### src/rtl/cmp_pkg.sv
// Shared definitions for the CMP run monitor: NOP encoding, FSM states and default widths.
package cmp_pkg;

    localparam logic [31:0] NOP_INST   = 32'h0000_0000;
    localparam int unsigned DEF_INST_W = 32;
    localparam int unsigned DEF_ADDR_W = 8;
    localparam int unsigned DEF_DATA_W = 64;

    typedef enum logic [2:0] {
        StRun   = 3'd0,
        StFlush = 3'd1,
        StRd    = 3'd2,
        StWait  = 3'd3,
        StHold  = 3'd4,
        StDone  = 3'd5
    } cmp_state_e;

    // Index width that stays legal (>= 1) for a single-entry range.
    function automatic int unsigned idx_w(input int unsigned n);
        return (n > 1) ? $clog2(n) : 1;
    endfunction

endpackage

### src/rtl/cmp_run_monitor_if.sv
// DMEM read port and dump stream shared between the run monitor and its neighbours.
interface cmp_run_monitor_if
    import cmp_pkg::*;
#(
    parameter int unsigned NUM_NODES = 4,
    parameter int unsigned ADDR_W    = DEF_ADDR_W,
    parameter int unsigned DATA_W    = DEF_DATA_W
);

    localparam int unsigned NODE_W = idx_w(NUM_NODES);

    logic              dmem_rd_en;
    logic [NODE_W-1:0] dmem_node_sel;
    logic [ADDR_W-1:0] dmem_addr;
    logic [DATA_W-1:0] dmem_rd_data;

    logic              dump_valid;
    logic              dump_ready;
    logic [NODE_W-1:0] dump_node;
    logic [ADDR_W-1:0] dump_addr;
    logic [DATA_W-1:0] dump_data;

    modport master (
        output dmem_rd_en, dmem_node_sel, dmem_addr,
        input  dmem_rd_data,
        output dump_valid, dump_node, dump_addr, dump_data,
        input  dump_ready
    );

    modport slave (
        input  dmem_rd_en, dmem_node_sel, dmem_addr,
        output dmem_rd_data,
        input  dump_valid, dump_node, dump_addr, dump_data,
        output dump_ready
    );

endinterface

### src/rtl/cmp_done_detect.sv
// Program-completion detector: per-node NOP compare, optional sticky flags, AND-reduce.
module cmp_done_detect
    import cmp_pkg::*;
#(
    parameter int unsigned NUM_NODES   = 4,
    parameter int unsigned INST_W      = DEF_INST_W,
    parameter bit          STICKY_DONE = 1'b0
) (
    input  logic                        clk,
    input  logic                        reset,
    input  logic                        en,
    input  logic [NUM_NODES*INST_W-1:0] node_inst_in,
    output logic                        all_nop
);

    logic [NUM_NODES-1:0] nop_now;

    always_comb begin
        nop_now = '0;
        for (int i = 0; i < NUM_NODES; i++) begin
            nop_now[i] = (node_inst_in[i*INST_W +: INST_W] == INST_W'(NOP_INST));
        end
    end

    if (STICKY_DONE) begin : g_sticky
        logic [NUM_NODES-1:0] seen_q;
        logic [NUM_NODES-1:0] seen_d;

        always_comb begin
            seen_d = seen_q;
            if (en) begin
                seen_d = seen_q | nop_now;
            end
        end

        always_ff @(posedge clk) begin
            if (!reset) begin
                seen_q <= '0;
            end else begin
                seen_q <= seen_d;
            end
        end

        // Flags raised this cycle already count towards completion.
        assign all_nop = en & (&(seen_q | nop_now));
    end else begin : g_same_cycle
        assign all_nop = en & (&nop_now);
    end

endmodule

### src/rtl/cmp_run_monitor.sv
// Run-control and DMEM dump sequencer: cycle counting, completion/watchdog detection,
// flush delay, then a node-by-node DMEM readout as a valid/ready stream.
module cmp_run_monitor
    import cmp_pkg::*;
#(
    parameter int unsigned NUM_NODES      = 4,
    parameter int unsigned INST_W         = DEF_INST_W,
    parameter int unsigned ADDR_W         = DEF_ADDR_W,
    parameter int unsigned DATA_W         = DEF_DATA_W,
    parameter int unsigned DUMP_DEPTH     = 128,
    parameter int unsigned FLUSH_CYCLES   = 5,
    parameter int unsigned TIMEOUT_CYCLES = 12500,
    parameter int unsigned CNT_W          = 32,
    parameter bit          STICKY_DONE    = 1'b0
) (
    input  logic                        clk,
    input  logic                        reset,
    input  logic [NUM_NODES*INST_W-1:0] node_inst_in,
    cmp_run_monitor_if.master           bus,
    output logic [CNT_W-1:0]            cycle_count,
    output logic                        run_done,
    output logic                        timed_out,
    output logic                        dump_done
);

    localparam int unsigned NODE_W  = idx_w(NUM_NODES);
    localparam int unsigned FLUSH_W = idx_w(FLUSH_CYCLES);

    localparam logic [NODE_W-1:0]  LAST_NODE  = NODE_W'(NUM_NODES - 1);
    localparam logic [ADDR_W-1:0]  LAST_ADDR  = ADDR_W'(DUMP_DEPTH - 1);
    localparam logic [FLUSH_W-1:0] LAST_FLUSH = FLUSH_W'(FLUSH_CYCLES - 1);
    localparam logic [CNT_W-1:0]   TMO_LAST   = CNT_W'(TIMEOUT_CYCLES - 1);

    cmp_state_e         state_q, state_d;
    logic [CNT_W-1:0]   count_q, count_d;
    logic               run_done_q, run_done_d;
    logic               timed_out_q, timed_out_d;
    logic [FLUSH_W-1:0] flush_q, flush_d;
    logic [NODE_W-1:0]  node_q, node_d;
    logic [ADDR_W-1:0]  addr_q, addr_d;
    logic [DATA_W-1:0]  hold_data_q, hold_data_d;
    logic [NODE_W-1:0]  hold_node_q, hold_node_d;
    logic [ADDR_W-1:0]  hold_addr_q, hold_addr_d;

    logic run_en;
    logic all_nop;

    assign run_en = (state_q == StRun);

    cmp_done_detect #(
        .NUM_NODES   (NUM_NODES),
        .INST_W      (INST_W),
        .STICKY_DONE (STICKY_DONE)
    ) u_done_detect (
        .clk          (clk),
        .reset        (reset),
        .en           (run_en),
        .node_inst_in (node_inst_in),
        .all_nop      (all_nop)
    );

    always_comb begin
        state_d     = state_q;
        count_d     = count_q;
        run_done_d  = run_done_q;
        timed_out_d = timed_out_q;
        flush_d     = flush_q;
        node_d      = node_q;
        addr_d      = addr_q;
        hold_data_d = hold_data_q;
        hold_node_d = hold_node_q;
        hold_addr_d = hold_addr_q;

        unique case (state_q)
            StRun: begin
                if (count_q != '1) begin
                    count_d = count_q + 1'b1;
                end
                flush_d = '0;
                node_d  = '0;
                addr_d  = '0;
                // Completion wins over a watchdog expiring in the same cycle.
                if (all_nop) begin
                    run_done_d = 1'b1;
                    state_d    = StFlush;
                end else if (count_q == TMO_LAST) begin
                    timed_out_d = 1'b1;
                    state_d     = StFlush;
                end
            end
            StFlush: begin
                node_d = '0;
                addr_d = '0;
                if (flush_q == LAST_FLUSH) begin
                    state_d = StRd;
                end else begin
                    flush_d = flush_q + 1'b1;
                end
            end
            StRd: begin
                state_d = StWait;
            end
            StWait: begin
                hold_data_d = bus.dmem_rd_data;
                hold_node_d = node_q;
                hold_addr_d = addr_q;
                state_d     = StHold;
            end
            StHold: begin
                if (bus.dump_ready) begin
                    if (addr_q == LAST_ADDR) begin
                        addr_d = '0;
                        if (node_q == LAST_NODE) begin
                            state_d = StDone;
                        end else begin
                            node_d  = node_q + 1'b1;
                            state_d = StRd;
                        end
                    end else begin
                        addr_d  = addr_q + 1'b1;
                        state_d = StRd;
                    end
                end
            end
            StDone: begin
                state_d = StDone;
            end
            default: begin
                state_d = StRun;
            end
        endcase
    end

    always_ff @(posedge clk) begin
        if (!reset) begin
            state_q     <= StRun;
            count_q     <= '0;
            run_done_q  <= 1'b0;
            timed_out_q <= 1'b0;
            flush_q     <= '0;
            node_q      <= '0;
            addr_q      <= '0;
            hold_data_q <= '0;
            hold_node_q <= '0;
            hold_addr_q <= '0;
        end else begin
            state_q     <= state_d;
            count_q     <= count_d;
            run_done_q  <= run_done_d;
            timed_out_q <= timed_out_d;
            flush_q     <= flush_d;
            node_q      <= node_d;
            addr_q      <= addr_d;
            hold_data_q <= hold_data_d;
            hold_node_q <= hold_node_d;
            hold_addr_q <= hold_addr_d;
        end
    end

    assign bus.dmem_rd_en    = (state_q == StRd);
    assign bus.dmem_node_sel = node_q;
    assign bus.dmem_addr     = addr_q;
    assign bus.dump_valid    = (state_q == StHold);
    assign bus.dump_node     = hold_node_q;
    assign bus.dump_addr     = hold_addr_q;
    assign bus.dump_data     = hold_data_q;

    assign cycle_count = count_q;
    assign run_done    = run_done_q;
    assign timed_out   = timed_out_q;
    assign dump_done   = (state_q == StDone);

endmodule

### src/flat_wrapper.sv
// flat-port wrapper written by rule: the top's interface ports become plain ports
module cmp_run_monitor_flat import cmp_pkg::*;
#(
    parameter int unsigned NUM_NODES      = 4,
    parameter int unsigned INST_W         = DEF_INST_W,
    parameter int unsigned ADDR_W         = DEF_ADDR_W,
    parameter int unsigned DATA_W         = DEF_DATA_W,
    parameter int unsigned DUMP_DEPTH     = 128,
    parameter int unsigned FLUSH_CYCLES   = 5,
    parameter int unsigned TIMEOUT_CYCLES = 12500,
    parameter int unsigned CNT_W          = 32,
    parameter bit          STICKY_DONE    = 1'b0
)
  (clk, reset, node_inst_in, cycle_count, run_done, timed_out, dump_done, bus_dmem_rd_en, bus_dmem_node_sel, bus_dmem_addr, bus_dmem_rd_data, bus_dump_valid, bus_dump_node, bus_dump_addr, bus_dump_data, bus_dump_ready);
  cmp_run_monitor_if #(.NUM_NODES(NUM_NODES), .ADDR_W(ADDR_W), .DATA_W(DATA_W)) bus_i ();
  input  logic clk;
  input  logic reset;
  input  logic [NUM_NODES*INST_W-1:0] node_inst_in;
  output logic [CNT_W-1:0] cycle_count;
  output logic run_done;
  output logic timed_out;
  output logic dump_done;
  output wire logic [$bits(bus_i.dmem_rd_en)-1:0] bus_dmem_rd_en;
  output wire logic [$bits(bus_i.dmem_node_sel)-1:0] bus_dmem_node_sel;
  output wire logic [$bits(bus_i.dmem_addr)-1:0] bus_dmem_addr;
  input wire logic [$bits(bus_i.dmem_rd_data)-1:0] bus_dmem_rd_data;
  output wire logic [$bits(bus_i.dump_valid)-1:0] bus_dump_valid;
  output wire logic [$bits(bus_i.dump_node)-1:0] bus_dump_node;
  output wire logic [$bits(bus_i.dump_addr)-1:0] bus_dump_addr;
  output wire logic [$bits(bus_i.dump_data)-1:0] bus_dump_data;
  input wire logic [$bits(bus_i.dump_ready)-1:0] bus_dump_ready;
  assign bus_dmem_rd_en = bus_i.dmem_rd_en;
  assign bus_dmem_node_sel = bus_i.dmem_node_sel;
  assign bus_dmem_addr = bus_i.dmem_addr;
  assign bus_i.dmem_rd_data = bus_dmem_rd_data;
  assign bus_dump_valid = bus_i.dump_valid;
  assign bus_dump_node = bus_i.dump_node;
  assign bus_dump_addr = bus_i.dump_addr;
  assign bus_dump_data = bus_i.dump_data;
  assign bus_i.dump_ready = bus_dump_ready;
  cmp_run_monitor #(.NUM_NODES(NUM_NODES), .INST_W(INST_W), .ADDR_W(ADDR_W), .DATA_W(DATA_W), .DUMP_DEPTH(DUMP_DEPTH), .FLUSH_CYCLES(FLUSH_CYCLES), .TIMEOUT_CYCLES(TIMEOUT_CYCLES), .CNT_W(CNT_W), .STICKY_DONE(STICKY_DONE)) u_core (.clk(clk), .reset(reset), .node_inst_in(node_inst_in), .bus(bus_i), .cycle_count(cycle_count), .run_done(run_done), .timed_out(timed_out), .dump_done(dump_done));
endmodule
### config.mk
export PLATFORM = sky130hd
export DESIGN_NAME = cmp_run_monitor_flat
export DESIGN_NICKNAME = d
export VERILOG_FILES = /design/src/rtl/cmp_pkg.sv /design/src/rtl/cmp_run_monitor_if.sv /design/src/rtl/cmp_done_detect.sv /design/src/rtl/cmp_run_monitor.sv /design/src/flat_wrapper.sv
export SDC_FILE = /design/constraint.sdc
export NUM_CORES = 1
export LEC_CHECK = 0
export CAP_MARGIN = 20
export CELL_PAD_IN_SITES_DETAIL_PLACEMENT = 1
export CELL_PAD_IN_SITES_GLOBAL_PLACEMENT = 2
export CORE_ASPECT_RATIO = 1.1
export CORE_MARGIN = 1
export CORE_UTILIZATION = 20
export CTS_BUF_LIST = sky130_fd_sc_hd__clkbuf_4 sky130_fd_sc_hd__clkbuf_8
export DETAILED_ROUTE_END_ITERATION = 16
export PLACE_DENSITY_LB_ADDON = 0.1
export RECOVER_POWER = 100
export SLEW_MARGIN = 20
export SYNTH_ARGS = -nofsm -noshare
export SYNTH_HDL_FRONTEND = slang
export SYNTH_HIERARCHICAL = 1
export SYNTH_SLANG_ARGS = --single-unit
### constraint.sdc
create_clock -name clk -period 2.7 [get_ports clk]
set_clock_uncertainty 0.2 [all_clocks]
set_input_delay 0.405 -clock clk [delete_from_list [all_inputs] [get_ports clk]]
set_output_delay 0.405 -clock clk [all_outputs]
set_load 0.005 [all_outputs]
==> results of run 1 <==
## routing by layer
metal / vias to the layer above / wire length [µm]
met4: 0 / 245
met2: 121 / 12000
li1: 3098 / -
met5: - / 0
met1: 2932 / 11100
met3: 14 / 728
## power breakdown
group          switching, µW  internal [µW]
Combinational            241            353
Clock                    825           1110
Sequential              20.0           1850
Total                   1090           3320
## cell usage after synthesis, types with 7 or more instances
cell and n:
nor4_1 42, o21ai_0 14, mux2i_1 7, clkbuf_1 34, o31ai_1 8, or3_1 12, or4_1 9, inv_1 8
a21oi_1 96, nor3_1 9, nand2b_1 11, dfxtp_1 124, xnor2_1 8, nand2_1 185, nand3_1 19, nor2_1 29
nand4_1 17
## how the worst min path moves through the flow
| stage | from | cells after the start | slack, ns | to |
|---|---|---|---|---|
| 2_1_floorplan | u_core/bus.dump_addr[0] | 2 | 0.25 | u_core/bus.dump_addr[0] |
| 3_3_place_gp | u_core/bus.dump_data[45] | 2 | 0.24 | u_core/bus.dump_data[45] |
| 3_5_place_dp | u_core/bus.dump_data[47] | 2 | 0.25 | u_core/bus.dump_data[47] |
| 4_1_cts | u_core/bus.dump_data[43] | 2 | 0.26 | u_core/bus.dump_data[43] |
| 5_1_grt | u_core/bus.dump_data[40] | 2 | 0.27 | u_core/bus.dump_data[40] |
| 6_report | u_core/bus.dump_data[16] | 2 | 0.25 | u_core/bus.dump_data[16] |
## cell families (layout without fill, tap and decap cells)
kind of cell,after synthesis,in the layout,synth area share (%)
multiplexers,7,7,1.29
AO/OA/AOI/OAI,136,136,14.0
adder cells (fa/ha/maj),5,5,1.15
XOR/XNOR,13,13,2.09
flip-flops,124,124,45.6
AND/OR/NAND/NOR,358,358,32.3
buffers and inverters,49,388,3.70
## stage by stage
stage | instance area [µm²] | cells | hold slack [ns] | worst slack (ns)
floorplan | 5450 | 692 | 0.253 | 0.337
CTS | 9640 | 1388 | 0.259 | 0.00453
global route | 9600 | 1388 | 0.268 | -0.0247
global placement | 9170 | 1357 | 0.243 | -0.149
finish | 9600 | 1388 | 0.251 | 0.141
detailed placement | 9170 | 1357 | 0.247 | -0.195
## timing repair
action | CTS | global route
resized for setup | 2 | 9
endpoints found under the setup margin | 3 | 4
pin swaps | 0 | 4
gates cloned | 0 | 0
## sequential cells by signal, indices dropped and copies added (netlist names)
register                  count
u_core/flush_q                3
u_core/timed_out              1
u_core/bus.dmem_node_sel      2
u_core/bus.dmem_addr          8
u_core/bus.dump_data         64
u_core/bus.dump_addr          8
u_core/state_q                3
u_core/cycle_count           32
u_core/run_done               1
u_core/bus.dump_node          2
## worst reg2reg max path, cell delays in order (launching register included)
cell and delay, ns:
dfxtp_2 0.32, or3_4 0.40, inv_4 0.08, nor4b_4 0.19, nand4_1 0.12, nor4_2 0.33
buf_4 0.16, and4_4 0.23, nor2_2 0.05, o31ai_2 0.05, nand4_1 0.18, o21ai_1 0.18
## final cells by class
class	instances	share of cell area, %
clock buffers	18	2.51
clock inverters	13	2.25
inverters	8	0.352
multi-input cells	519	29.1
flip-flops and latches	124	25.9
well taps	357	4.65
repair buffers	349	35.3
==> flow_summary.json, run 1 <==
{
  "status": "finished, final reports clean",
  "finalSetupViolCount": 0,
  "portBuffers": 315,
  "postCtsHoldBufs": 0,
  "yosysSeqAreaShare_pct": 45.6,
  "gr-total-overflow": 0,
  "dieArea_um2": 27900,
  "synth_fp_nets": 892,
  "tightest_slew_ns": 1.06,
  "syn_area_per_cell_um2": 7.87,
  "layout_commonest_cell": "clkdlybuf4s50_1",
  "hold_viol": 0,
  "grt_pass1_vias": 6273,
  "fin_crit_sh_pct": 94.8,
  "ctsHtreeMaxLevel": 4,
  "gr-max-usage-layer": "met2",
  "cp-endpoint": "u_core/state_q[2]",
  "relSlewSlack_pct": 29.6,
  "postCtsSetupRepairBufs": 0,
  "via_per_inst": 4.44,
  "drt_wl_total_um": 24000,
  "remaining_drc_errors": 0,
  "drt.antenna.violating_nets": 0,
  "critPathMaxFanout": 3,
  "r2r-end": "u_core/state_q[2]",
  "num_rows": 63,
  "crit_family": "simple AND/OR/NAND/NOR gates",
  "slew_viol_final": 0,
  "critPathLaunchType": "flip-flop",
  "pwr_density_cell_nw_per_um2": 458,
  "grt_use_met2_pct": 29.6,
  "fill_cells": 3186,
  "use_met3_pct": 3.35,
  "ys_seq_elements": 124,
  "path_class": "reg -> reg",
  "gr-usage-met1_pct": 21.7,
  "synth-edff-count": 0,
  "grt_max_degree": 80,
  "crit_arrival_ns": 2.71,
  "cts-buffers-inserted": 17,
  "fin_util_pct": 35.7,
  "io_pins": 316,
  "slowest_stage": "or3_4",
  "crit_cells": 11,
  "clock_latency_ns": 0.44,
  "synth_area_um2": 5450,
  "multiInputGateArea_um2": 2800,
  "seq_area_um2": 2480,
  "min_period_ns": 2.56,
  "gp_congestion": 0.865,
  "rrSetupSlack_ns": 0.14,
  "fmax_mhz": 391,
  "finalSetupTns_ns": 0,
  "cts_tree": "built",
  "cp-startpoint": "u_core/state_q[2]",
  "clock_sinks": 124,
  "synth.largest_area_cell": "dfxtp_1",
  "vias": 6165,
  "root_buffer": "clkbuf_8",
  "grt_pass1_wl_um": 36700,
  "mostFrequentLayoutCells": "clkdlybuf4s50_1, nand2_1, dfxtp_1",
  "path_common_cell": "nand4_1",
  "grt_util_all_layers_pct": 17.1,
  "synth_top_area_share_pct": 45.6,
  "min-delay-path-class": "reg -> reg",
  "critPathMaxStageDelay_ns": 0.40,
  "maxCapViolCount": 0,
  "drive_gt1_share_pct": 7.66,
  "diodes": 0,
  "clk_path_buf_depth": 2,
  "syn_inst": 692,
  "crit_chain": "or3_4, inv_4, nor4b_4, nand4_1, nor4_2, buf_4, and4_4, nor2_2, o31ai_2, nand4_1, o21ai_1",
  "total_power_uw": 4400,
  "power.leakage_uw": 0.00349,
  "synth_cell_types": 51,
  "synth-main-ff-cell": "dfxtp_1",
  "rr_worst_depth": 11,
  "endpoint_kind": "flip-flop",
  "nets": 1219,
  "antenna_found_initial": 0,
  "die_h_um": 175,
  "cp.required_ns": 2.85,
  "dr.first_iter.drc_count": 220,
  "syn_to_final_growth_pct": 76.3,
  "async_reset_ff_share_pct": 0,
  "initial_core_util_pct": 20.3,
  "clkSlewWorstSetupHoldPaths_ns": 0.08,
  "die_x_um": 159,
  "ys_warn_count": 6,
  "wire_per_inst_um": 17.3,
  "ir_drop_uv": 236,
  "timing.rr.start": "u_core/state_q[2]",
  "dp_hpwl_um": 18200,
  "fp.coreArea_um2": 26900,
  "first_pass_iters": 4,
  "critPathBufInv": 2,
  "rsz0062_at_grt": "yes",
  "synthTopCellsByArea": "dfxtp_1, nand2_1, a21oi_1"
}
No activity file was read; power rests on OpenSTA's default activity.
==> inputs of run 2 (changes only) <==
--- a/config.mk
+++ b/config.mk
@@ -5,13 +5,13 @@
 export SDC_FILE = /design/constraint.sdc
 export NUM_CORES = 1
 export LEC_CHECK = 0
-export CAP_MARGIN = 20
 export CELL_PAD_IN_SITES_DETAIL_PLACEMENT = 1
 export CELL_PAD_IN_SITES_GLOBAL_PLACEMENT = 2
 export CORE_ASPECT_RATIO = 1.1
 export CORE_MARGIN = 1
 export CORE_UTILIZATION = 20
 export CTS_BUF_LIST = sky130_fd_sc_hd__clkbuf_4 sky130_fd_sc_hd__clkbuf_8
+export CTS_CLUSTER_DIAMETER = 80
 export DETAILED_ROUTE_END_ITERATION = 16
 export PLACE_DENSITY_LB_ADDON = 0.1
 export RECOVER_POWER = 100
==> results of run 2 <==
Same layout as run 1: the final DEF is identical, and so are final timing and power.
==> inputs of run 3 (changes only) <==
--- a/config.mk
+++ b/config.mk
@@ -6,13 +6,14 @@
 export NUM_CORES = 1
 export LEC_CHECK = 0
 export CELL_PAD_IN_SITES_DETAIL_PLACEMENT = 1
-export CELL_PAD_IN_SITES_GLOBAL_PLACEMENT = 2
+export CELL_PAD_IN_SITES_GLOBAL_PLACEMENT = 1
 export CORE_ASPECT_RATIO = 1.1
 export CORE_MARGIN = 1
-export CORE_UTILIZATION = 20
+export CORE_UTILIZATION = 27
 export CTS_BUF_LIST = sky130_fd_sc_hd__clkbuf_4 sky130_fd_sc_hd__clkbuf_8
 export CTS_CLUSTER_DIAMETER = 80
 export DETAILED_ROUTE_END_ITERATION = 16
+export MAX_ROUTING_LAYER = met4
 export PLACE_DENSITY_LB_ADDON = 0.1
 export RECOVER_POWER = 100
 export SLEW_MARGIN = 20
==> run 3 against run 2 <==
Sequential share of layout area grew 0.78 points. First-iteration DRC count increased by 4.1%. Global-route usage is 5.1 points higher.
==> flow_summary.json, run 3 (synthesized netlist as in run 1, its figures left out) <==
{
  "status": "finished, final reports clean",
  "placedCellCount": 1246,
  "min_period_ns": 2.57,
  "mostFrequentLayoutCells": "clkdlybuf4s50_1, nand2_1, dfxtp_1",
  "vias": 6142,
  "grt_pass1_wl_um": 33900,
  "drive_gt1_share_pct": 6.54,
  "drt_wl_total_um": 22400,
  "r2r-end": "u_core/cycle_count[17]",
  "fp.coreArea_um2": 19800,
  "fin_crit_sh_pct": 95.1,
  "power.leakage_uw": 0.00345,
  "timing.rr.start": "u_core/cycle_count[11]",
  "crit_arrival_ns": 1.96,
  "finalSetupTns_ns": 0,
  "grt_max_degree": 75,
  "fmax_mhz": 390,
  "ir_drop_uv": 253,
  "root_buffer": "clkbuf_8",
  "endpoint_kind": "primary output",
  "portBuffers": 315,
  "min-delay-path-class": "reg -> reg",
  "gr-usage-met1_pct": 27.4,
  "cts-buffers-inserted": 17,
  "hold_viol": 0,
  "rsz0062_at_grt": "no",
  "syn_to_final_growth_pct": 71.0,
  "grt_use_met2_pct": 36.2,
  "grt_pass1_vias": 6057,
  "remaining_drc_errors": 0,
  "relSlewSlack_pct": 16.5,
  "num_rows": 54,
  "use_met3_pct": 5.25,
  "dp_hpwl_um": 17300,
  "slew_viol_final": 0,
  "first_pass_iters": 4,
  "dr.first_iter.drc_count": 229,
  "pwr_density_cell_nw_per_um2": 440,
  "clock_sinks": 124,
  "cts_tree": "built",
  "dieArea_um2": 20800,
  "final_cells": 1276,
  "via_per_inst": 4.81,
  "die_x_um": 137,
  "initial_core_util_pct": 27.5,
  "whs_path_depth": 2,
  "hold_start": "u_core/bus.dump_data[4]",
  "rr_worst_depth": 6,
  "gr-total-overflow": 0,
  "path_class": "reg -> out",
  "critPathLaunchType": "flip-flop",
  "largest_reg_flops": 64,
  "wire_per_inst_um": 17.5,
  "drt.antenna.violating_nets": 0,
  "critPathMaxFanout": 9,
  "gr-max-usage-layer": "met2",
  "antenna_found_initial": 0,
  "gp_congestion": 0.849,
  "clock_latency_ns": 0.43,
  "io_pins": 316,
  "clk_path_buf_depth": 2,
  "clkSlewWorstSetupHoldPaths_ns": 0.06,
  "diodes": 0,
  "total_power_uw": 4100,
  "grt_util_all_layers_pct": 22.2,
  "fill_cells": 2387,
  "nets": 1213,
  "tightest_slew_ns": 1.25,
  "rrSetupSlack_ns": 0.20,
  "ctsHtreeMaxLevel": 4,
  "cp.required_ns": 2.10,
  "die_h_um": 151,
  "worst_hold_path.endpoint": "u_core/bus.dump_data[4]",
  "maxCapViolCount": 0,
  "layout_commonest_cell": "clkdlybuf4s50_1",
  "finalSetupViolCount": 0
}
-- run 3: cell types whose count changed in the layout (fill, tap and decap cells not counted), moves of 3 or more --
cell / previous run / this run
bufinv_16: 5 / 2
clkbuf_1: 10 / 5
clkbuf_8: 17 / 21
clkdlybuf4s50_1: 203 / 198
clkinv_2: 1 / 4
clkinv_4: 4 / 1
clkinvlp_4: 3 / 0
dlygate4sd3_1: 112 / 117
-- run 3: final cells by class --
| class | count | area (µm²) | share of cell area, % |
|---|---|---|---|
| sequential | 124 | 2480 | 26.6 |
| timing repair buffer | 343 | 3340 | 35.9 |
| inverter | 8 | 31.3 | 0.336 |
| clock inverter | 7 | 88.8 | 0.953 |
| clock buffer | 23 | 304 | 3.26 |
| tap | 252 | 315 | 3.38 |
| multi-input combinational | 519 | 2750 | 29.5 |
-- run 3: worst max-delay path, cell delays in order (launching register included) --
cell,delay [ns]
dfxtp_1,0.31
buf_4,0.15
nand2b_1,0.19
nor2_1,0.28
clkdlybuf4s50_1,0.61
-- run 3: layer usage --
metal  part of all wire, %  vias up  wire [µm]
li1                      -     3087          -
met1                    44     2890       9950
met2                    49      145      10900
met3                   5.6       20       1240
met4                   1.1        0        244
met5                     0        -          0
-- run 3: power breakdown --
group | switching, µW | internal, µW
sequential | 20.8 | 1850
clock | 719 | 925
combinational | 232 | 354
total | 971 | 3130
-- run 3: metrics by stage --
stage	area, µm²	setup slack [ns]	hold WS [ns]	util (%)
finish	9320	0.133	0.249	47.1
global route	9320	0.0147	0.263	47.1
CTS	9400	0.0265	0.256	47.5
detailed placement	9000	-0.167	0.247	45.5
global placement	9000	-0.183	0.241	45.5
floorplan	5450	0.337	0.253	-
-- run 3: worst max-delay path by stage --
stage / from / endpoint
3_5_place_dp: node_inst_in[6] / u_core/state_q[2]
5_1_grt: u_core/cycle_count[11] / u_core/cycle_count[17]
2_1_floorplan: u_core/state_q[0] / u_core/state_q[0]
4_1_cts: u_core/state_q[1] / u_core/state_q[2]
3_3_place_gp: node_inst_in[6] / u_core/state_q[0]
6_report: u_core/state_q[0] / bus_dump_valid
-- run 3: what timing repair did --
action	in CTS	in global routing
setup endpoints to repair	0	4
buffers inserted	0	0
hold buffers	0	0
resized for setup	0	2
